`config.mk`:
```
export PLATFORM = sky130hd
export DESIGN_NAME = freq_meter_flat
export DESIGN_NICKNAME = d
export VERILOG_FILES = /design/src/rtl/freq_meter_if.sv /design/src/rtl/freq_meter.sv /design/src/flat_wrapper.sv
export SDC_FILE = /design/constraint.sdc
export NUM_CORES = 1
export LEC_CHECK = 0
export ABC_AREA = 1
export CORE_ASPECT_RATIO = 1.1
export CORE_MARGIN = 3
export CORE_UTILIZATION = 55
export CTS_CLUSTER_DIAMETER = 30
export CTS_CLUSTER_SIZE = 10
export DETAILED_ROUTE_END_ITERATION = 6
export PLACE_DENSITY = 0.84
export SLEW_MARGIN = 20
export SYNTH_ARGS = -nofsm -noshare
export SYNTH_HDL_FRONTEND = slang
export SYNTH_SLANG_ARGS = --single-unit
```
`constraint.sdc`:
```
create_clock -name bank1_3v3_xtal_in -period 5.63 [get_ports bank1_3v3_xtal_in]
set_input_delay 1.126 -clock bank1_3v3_xtal_in [delete_from_list [all_inputs] [get_ports bank1_3v3_xtal_in]]
set_output_delay 1.126 -clock bank1_3v3_xtal_in [all_outputs]
set_load 0.005 [all_outputs]
```
`src/rtl/freq_meter_if.sv`:
```
// Result/control bundle of the gated frequency meter.
//   enable      run enable into the meter (low = idle/abort)
//   meas_count  last completed window count
//   meas_valid  one-cycle strobe when meas_count updates
//   overflow    last window saturated
//   sig_lost    last window counted zero edges
//   locked      lock flag (0 unless lock detect is built in)
// Modports: master = the meter (drives results), slave = the consumer (drives enable).
interface freq_meter_if #(
  parameter int unsigned CNT_W = 24
);
  logic             enable;
  logic [CNT_W-1:0] meas_count;
  logic             meas_valid;
  logic             overflow;
  logic             sig_lost;
  logic             locked;

  modport master (
    input  enable,
    output meas_count,
    output meas_valid,
    output overflow,
    output sig_lost,
    output locked
  );

  modport slave (
    output enable,
    input  meas_count,
    input  meas_valid,
    input  overflow,
    input  sig_lost,
    input  locked
  );
endinterface

```
`src/rtl/freq_meter.sv`:
```
// Gated frequency counter. Counts rising edges of the asynchronous sig_in over back-to-back
// windows of GATE_CYCLES clocks and publishes each window's count with a one-cycle strobe.
// Ports:
//   bank1_3v3_xtal_in  system clock (27 MHz crystal)
//   bank3_1v8_sys_rst  asynchronous active-low reset
//   sig_in             asynchronous signal under measurement
//   bus                freq_meter_if.master: enable in; meas_count, meas_valid, overflow,
//                      sig_lost, locked out
// Optional feature: define FREQ_METER_LOCK_DETECT_EN to build the lock comparator; otherwise
// locked is tied to 0.
module freq_meter #(
  parameter int unsigned GATE_CYCLES  = 27000,
  parameter int unsigned CNT_W        = 24,
  parameter int unsigned SYNC_STAGES  = 2,
  parameter int unsigned EXPECT_COUNT = 5000,
  parameter int unsigned TOLERANCE    = 2
) (
  input  logic         bank1_3v3_xtal_in,
  input  logic         bank3_1v8_sys_rst,
  input  logic         sig_in,
  freq_meter_if.master bus
);

  localparam int unsigned GateW = $clog2(GATE_CYCLES);

  localparam logic [1:0] ST_IDLE = 2'd0;
  localparam logic [1:0] ST_ARM  = 2'd1;
  localparam logic [1:0] ST_GATE = 2'd2;

  logic [1:0]             state_q, state_d;
  logic [SYNC_STAGES-1:0] sync_q;
  logic                   dly_q;
  logic [GateW-1:0]       gate_q, gate_d;
  logic [CNT_W-1:0]       edge_q, edge_d;
  logic                   ovf_q, ovf_d;
  logic [CNT_W-1:0]       meas_count_q, meas_count_d;
  logic                   meas_valid_q, meas_valid_d;
  logic                   overflow_q, overflow_d;
  logic                   sig_lost_q, sig_lost_d;

  logic             edge_det;
  logic             gate_last;
  logic [CNT_W-1:0] cnt_next;
  logic             ovf_next;

  // Rising edge seen at the synchronizer output; the delay flop keeps each edge to one cycle.
  assign edge_det  = sync_q[SYNC_STAGES-1] & ~dly_q;
  assign gate_last = (gate_q == GateW'(GATE_CYCLES - 1));
  // Count including this cycle's edge, held at all-ones; an edge arriving at all-ones
  // is the overflow event.
  assign cnt_next  = (edge_det && !(&edge_q)) ? edge_q + 1'b1 : edge_q;
  assign ovf_next  = ovf_q | (edge_det & (&edge_q));

`ifdef FREQ_METER_LOCK_DETECT_EN
  localparam logic [CNT_W:0] ExpVal = (CNT_W + 1)'(EXPECT_COUNT);

  logic             locked_q, locked_d;
  logic [CNT_W:0]   cnt_ext;
  logic [CNT_W:0]   cnt_diff;
  logic             lock_next;

  always_comb begin
    cnt_ext   = {1'b0, cnt_next};
    cnt_diff  = (cnt_ext >= ExpVal) ? (cnt_ext - ExpVal) : (ExpVal - cnt_ext);
    lock_next = (32'(cnt_diff) <= TOLERANCE) && !ovf_next;
  end
`endif

  always_comb begin
    state_d      = state_q;
    gate_d       = gate_q;
    edge_d       = edge_q;
    ovf_d        = ovf_q;
    meas_count_d = meas_count_q;
    meas_valid_d = 1'b0;
    overflow_d   = overflow_q;
    sig_lost_d   = sig_lost_q;
`ifdef FREQ_METER_LOCK_DETECT_EN
    locked_d     = locked_q;
`endif
    if (!bus.enable) begin
      // Abort: the partial window is dropped, published results hold.
      state_d = ST_IDLE;
    end else begin
      case (state_q)
        ST_IDLE: state_d = ST_ARM;
        ST_ARM: begin
          gate_d  = '0;
          edge_d  = '0;
          ovf_d   = 1'b0;
          state_d = ST_GATE;
        end
        ST_GATE: begin
          if (gate_last) begin
            // Boundary cycle's edge belongs to the closing window; the next window
            // starts immediately with no dead cycle.
            gate_d       = '0;
            edge_d       = '0;
            ovf_d        = 1'b0;
            meas_count_d = cnt_next;
            meas_valid_d = 1'b1;
            overflow_d   = ovf_next;
            sig_lost_d   = (cnt_next == '0);
`ifdef FREQ_METER_LOCK_DETECT_EN
            locked_d     = lock_next;
`endif
          end else begin
            gate_d = gate_q + 1'b1;
            edge_d = cnt_next;
            ovf_d  = ovf_next;
          end
        end
        default: state_d = ST_IDLE;
      endcase
    end
  end

  always_ff @(posedge bank1_3v3_xtal_in or negedge bank3_1v8_sys_rst) begin
    if (!bank3_1v8_sys_rst) begin
      state_q      <= ST_IDLE;
      sync_q       <= '0;
      dly_q        <= 1'b0;
      gate_q       <= '0;
      edge_q       <= '0;
      ovf_q        <= 1'b0;
      meas_count_q <= '0;
      meas_valid_q <= 1'b0;
      overflow_q   <= 1'b0;
      sig_lost_q   <= 1'b0;
    end else begin
      state_q      <= state_d;
      sync_q       <= {sync_q[SYNC_STAGES-2:0], sig_in};
      dly_q        <= sync_q[SYNC_STAGES-1];
      gate_q       <= gate_d;
      edge_q       <= edge_d;
      ovf_q        <= ovf_d;
      meas_count_q <= meas_count_d;
      meas_valid_q <= meas_valid_d;
      overflow_q   <= overflow_d;
      sig_lost_q   <= sig_lost_d;
    end
  end

`ifdef FREQ_METER_LOCK_DETECT_EN
  always_ff @(posedge bank1_3v3_xtal_in or negedge bank3_1v8_sys_rst) begin
    if (!bank3_1v8_sys_rst) begin
      locked_q <= 1'b0;
    end else begin
      locked_q <= locked_d;
    end
  end

  assign bus.locked = locked_q;
`else
  assign bus.locked = 1'b0;
`endif

  assign bus.meas_count = meas_count_q;
  assign bus.meas_valid = meas_valid_q;
  assign bus.overflow   = overflow_q;
  assign bus.sig_lost   = sig_lost_q;

endmodule
```
`src/flat_wrapper.sv`:
```
// flat-port wrapper written by rule: the top's interface ports become plain ports
module freq_meter_flat 
#(
  parameter int unsigned GATE_CYCLES  = 27000,
  parameter int unsigned CNT_W        = 24,
  parameter int unsigned SYNC_STAGES  = 2,
  parameter int unsigned EXPECT_COUNT = 5000,
  parameter int unsigned TOLERANCE    = 2
)
  (bank1_3v3_xtal_in, bank3_1v8_sys_rst, sig_in, bus_enable, bus_meas_count, bus_meas_valid, bus_overflow, bus_sig_lost, bus_locked);
  freq_meter_if #(.CNT_W(CNT_W)) bus_i ();
  input  logic bank1_3v3_xtal_in;
  input  logic bank3_1v8_sys_rst;
  input  logic sig_in;
  input wire logic [$bits(bus_i.enable)-1:0] bus_enable;
  output wire logic [$bits(bus_i.meas_count)-1:0] bus_meas_count;
  output wire logic [$bits(bus_i.meas_valid)-1:0] bus_meas_valid;
  output wire logic [$bits(bus_i.overflow)-1:0] bus_overflow;
  output wire logic [$bits(bus_i.sig_lost)-1:0] bus_sig_lost;
  output wire logic [$bits(bus_i.locked)-1:0] bus_locked;
  assign bus_i.enable = bus_enable;
  assign bus_meas_count = bus_i.meas_count;
  assign bus_meas_valid = bus_i.meas_valid;
  assign bus_overflow = bus_i.overflow;
  assign bus_sig_lost = bus_i.sig_lost;
  assign bus_locked = bus_i.locked;
  freq_meter #(.GATE_CYCLES(GATE_CYCLES), .CNT_W(CNT_W), .SYNC_STAGES(SYNC_STAGES), .EXPECT_COUNT(EXPECT_COUNT), .TOLERANCE(TOLERANCE)) u_core (.bank1_3v3_xtal_in(bank1_3v3_xtal_in), .bank3_1v8_sys_rst(bank3_1v8_sys_rst), .sig_in(sig_in), .bus(bus_i));
endmodule
```
=== Word-level counts from Yosys, hierarchy flattened ===
Index checks and enable logic that the tools add are counted.
Widths: inputs -> output; s select.

* Eq/ne operators: 4
* Bitwise logic cells: 4
* Reductions and logical operators: 8
* Add/subtract/negate cells: 2
* Muxes and demuxes: 12

{| class="wikitable"
|+ Operators by type and width
! kind !! number
|-
| $mux 24 || 2
|-
| $pmux 24 s2 || 1
|-
| $pmux 15 s2 || 1
|-
| $add 24x1->24 const B || 1
|-
| $logic_not 24->1 || 1
|-
| $reduce_and 24->1 || 1
|-
| $add 15x1->15 const B || 1
|-
| $eq 15x15->1 const B || 1
|-
| $mux 15 || 1
|-
| $pmux 2 s3 || 1
|-
| $mux 1 || 4
|-
| $reduce_and 3->1 || 1
|-
| $and 1x1->1 || 2
|-
| $eq 2x1->1 const B || 1
|-
| $eq 2x2->1 const B || 1
|-
| $logic_not 2->1 || 1
|-
| $mux 2 || 1
|-
| $ne 2x2->1 const B || 1
|-
| $pmux 1 s2 || 1
|-
| $reduce_and 2->1 || 1
|-
| $reduce_bool 2->1 || 1
|-
| $logic_and 1x1->1 || 1
|-
| $logic_not 1->1 || 1
|-
| $not 1->1 || 1
|-
| $or 1x1->1 || 1
|}

* Register bits after elaboration: 72
* Output and inout port bits: 28

=== Logic depth before layout (Yosys ltp) ===
* Depth in word-level cells: 6
* Depth in mapped cells: 14
* Gate-level depth less buffers: 14

=== Worst setup path after synthesis ===
Ideal clock, no wire load.

* Kind: in2reg
* Start point: input bus_enable
* End point: register u_core.meas_count_q[16] (netlist: u_core.bus.meas_count[16])
* Data required time: 5.496 ns
* Path slack: 3.553 ns
* Setup time: 0.134 ns
* Stages on the path: 6
* Arrival time: 1.943 ns
* Path through: nand2_1 -> inv_1 -> nand3_1 -> clkbuf_1 -> clkbuf_1 -> o21ai_0

* Longest elaborated chain between the ends: 1

{| class="wikitable"
|+ Ends and longest elaborated chain
! what !! line !! source
|-
| start, declared || flat_wrapper.sv:15 || <nowiki>input wire logic [$bits(bus_i.enable)-1:0] bus_enable;</nowiki>
|-
| $reduce_and 3->1 (no source line) || - ||
|-
| end signal, assigned || freq_meter.sv:137 || <nowiki>meas_count_q <= meas_count_d;</nowiki>
|-
| end, declared || freq_meter.sv:36 || <nowiki>logic [CNT_W-1:0] meas_count_q, meas_count_d;</nowiki>
|}

Every way passes these cells.
A chain may end at the register's enable or synchronous reset.

=== Final worst setup path ===
* Start point: input bus_enable
* End point: register u_core.edge_q[20]

* Longest elaborated chain between the ends: 1

{| class="wikitable"
|+ Ends and longest elaborated chain
! what !! line !! source
|-
| $reduce_and 2->1 (no source line) || - ||
|-
| end signal, assigned || freq_meter.sv:135 || <nowiki>edge_q <= edge_d;</nowiki>
|-
| end, declared || freq_meter.sv:34 || <nowiki>logic [CNT_W-1:0] edge_q, edge_d;</nowiki>
|}

Every way passes these cells.

==> summary.md <==
| Metric | Value |
|---|---|
| Status | completed |
| DIE AREA | a little over 0.008 sq mm |
| RSZ-0062 raised after global routing | false |
| Maximum vdd drop | roughly 0.00018 V |
| Sequential fraction of design power | 0.516 |
| Placeable Area | 0.006788 sq mm |
| Layout cells sized above 1 | 0.06239 |
| Initial antenna violation count | 0 |
| Post-route ant nets | 0 |
| Largest net degree at the start of global routing | 73 |
| Clock slew at reported path FFs | ~0.07 ns |
| Chip Height | around 95 um |
| CP Data Arrival Time | just over 3 ns |
| Vias | 3634 |
| CP Capture Type | flop |
| Area Overhead vs Synth | 13.52% |
| Congestion Overflow GR | 0 |
| Endpoints failing setup | 0 |
| Filler cells | between 500 and 600 |
| Register bit count reported by yosys | about 70 |
| Seq/Total Area, Yosys | 0.4538 |
| Psw | between 0.0002 and 0.0003 W |
| Top Ports | 32 |
| Post-Synthesis Cells | about 540 |
| Mapped cell area | 0.003970 sq mm |
| Port bufs | 30 |
| Vias in the first global route | 3658 |
| Combinational power share | 0.083 |
| Hold Buf Count CTS | 0 |
| First-pass GRT wire length | 16.08 mm |
| Hold Slack | approximately 0.35 ns |
| WP data required | approximately 5.9 ns |
| Fin crit share | 0.4957 |
| Pwr dens | ~230 mW/mm^2 |
| Worst slew margin | 0.4041 |
| WL final | slightly above 9 mm |
| Initial Utilization | 0.5849 |
| Clock Skew | around 0.0076 ns |
| Internal Power | about 0.00076 W |
| Drt initial violations | approximately 350 |
| CP Class | input pin to flop |
| Post-CTS Resized | 0 |
| Synth Net Count | 552 |
| CTS tree | built |
| CTS Buf Count | 9 |
| Final Critical Period | between 2 and 3 ns |
| Tightest Pin Transition | 0.8939 ns |
| P_leak | ~2.1 nW |
| Final GP Congestion | 0.9902 |
| Clk_lat worst skew | approximately 0.36 ns |
| Wire per inst | approximately 14 um |
| Drt drc | 0 |
| Post-CTS Setup Inserts | 0 |
| Worst Hold Class | flop to flop |
| Final core occ | 0.6640 |
| Hpwl dp | approximately 6.6 mm |
| Final Max Tran Viols | 0 |
| Die Wd | 87.01 um |
| Gr usage total | 0.2473 |
| Sum of negative setup slack | 0 ns |
| Clk sinks | between 70 and 80 |
| YS warnings | 0 |
| Max Clk Rate | 358.3 MHz |
| Critical Path Source Type | input pin |
| Cell accounting for the most synthesized area | dfrtp_1 |
| Area contributors post-synth | dfrtp_1 (45%), nand2_1 (14%), inv_1 (7.9%) |
| Std cell rows | 31 |
| Root Buffer | clkbuf_8 |
| Max Root-Sink Buffers | 2 |
| Post-Layout Cell Count | ~660 |
| Clock Power Share | 0.401 |
| Unique masters post-synth | 32 |
| Critical path peak fanout | 23 |
| DP Cell Count | between 600 and 700 |
| Vias per cell | roughly 5.5 |
| Number of detailed-route iterations in the first pass | 7 |
| H-tree depth | 3 |
| Post-synth top area share | 0.4538 |
| Nets | around 580 |
| Hold Vio Cnt, Final | 0 |
| Max-cap violations | 0 |
| Sw frac | 0.2630 |
| Inserted Diodes | 0 |
| Avg Synthesized Cell Area | approximately 7.3 sq um |
==> worst max-delay path, stage by stage <==
cell	delay [ns]
clkdlybuf4s50_1	0.51
nand2_1	0.29
nor2_2	0.38
inv_1	0.44
o21ai_0	0.30
==> sequential cells by signal (all words and copies together) (netlist names) <==
name and count:
u_core.ovf_q 1, u_core.sync_q 2, u_core.bus.meas_valid 1, u_core.gate_q 15
u_core.state_q 2, u_core.edge_q 24, u_core.bus.meas_count 24, u_core.bus.overflow 1
u_core.dly_q 1, u_core.bus.sig_lost 1
==> layout by cell type, fill, tap and decap left out, types with 7 or more instances in the layout <==
cell type and count:
nand3_1 38, o22ai_1 20, nand4_1 12, inv_1 84
a21oi_1 7, nor2_1 54, clkdlybuf4s50_1 29, o21ai_0 44
dfrtp_1 72, nor3_1 8, nand2_1 151, clkbuf_8 10
==> cell families (layout without fill, tap and decap cells) <==
kind of cell / after synthesis / count (layout) / synth area share
AND/OR/NAND/NOR: 281 / 281 / 0.3063
buffers and inverters: 101 / 135 / 0.1018
AO/OA/AOI/OAI: 77 / 77 / 0.1075
flip-flops: 72 / 72 / 0.4538
adder cells (fa/ha/maj): 5 / 5 / 0.01576
XOR/XNOR: 5 / 5 / 0.01103
other: 1 / 1 / 0.0009446
multiplexers: 1 / 1 / 0.002836
==> power groups by stage <==
| stage | registers (W) | logic [W] | clock network (W) |
|---|---|---|---|
| after floorplan | 0.000543 | 0.0000542 | 0 |
| after detailed placement | 0.000545 | 0.0000854 | 0 |
| final | 0.000535 | 0.0000861 | 0.000415 |
| after global placement | 0.000544 | 0.0000821 | 0 |
| after global routing | 0.000536 | 0.0000974 | 0.000442 |
| after CTS | 0.000535 | 0.0000872 | 0.000420 |
==> final timing paths <==
path | from | end | slack (ns) | cells past startpoint
setup / recovery | bus_enable | u_core.edge_q[20] | 2.84 | 5
hold / removal | u_core.sync_q[0] | u_core.sync_q[1] | 0.35 | 0
setup reg to reg | u_core.gate_q[0] | u_core.edge_q[20] | 3.07 | 10
hold reg to reg | u_core.sync_q[0] | u_core.sync_q[1] | 0.35 | 0
max in group asynchronous | bank3_1v8_sys_rst | u_core.edge_q[2] | 4.07 | 2
min in group asynchronous | bank3_1v8_sys_rst | u_core.bus.meas_count[8] | 0.98 | 2
==> routing by layer <==
metal,global-route usage,up-vias,wire [um]
li1,-,1799,-
met1,0.2898,1693,3917
met2,0.4335,117,4737
met3,0.04149,25,410
met4,0.1247,0,259
met5,0,-,0
==> per-stage QoR <==
stage | cell area (sq um) | setup WS, ns | power, W
floorplan | 3970 | 3.553 | 0.0005972
global placement | 4309 | 2.585 | 0.0006264
detailed placement | 4309 | 2.483 | 0.0006304
CTS | 4507 | 2.824 | 0.001041
global route | 4507 | 2.638 | 0.001075
finish | 4507 | 2.839 | 0.001036
==> synthesized netlist by cell type (all sizes together) <==
master	n
nand4	12
nand3b	1
nor4	2
o21ai	45
mux2	1
nor2	61
o22ai	20
clkbuf	9
nand3	41
nor3b	1
ha	5
a21oi	7
o211ai	3
a22oi	1
buf	6
inv	85
xor2	5
dfrtp	72
clkinv	1
nor3	8
o21bai	1
conb	1
nand2	155
==> area by class of cell <==
type	instances	area (sq um)	area share
repair buffers	33	317.8	0.07052
clock inverters	5	56.30	0.01249
well taps	82	102.6	0.02277
clock buffers	11	141.4	0.03137
multi-input cells	370	1764	0.3914
flip-flops and latches	72	1802	0.3998
inverters	86	322.8	0.07163
Note: power is estimated with default switching activity, not from simulation.
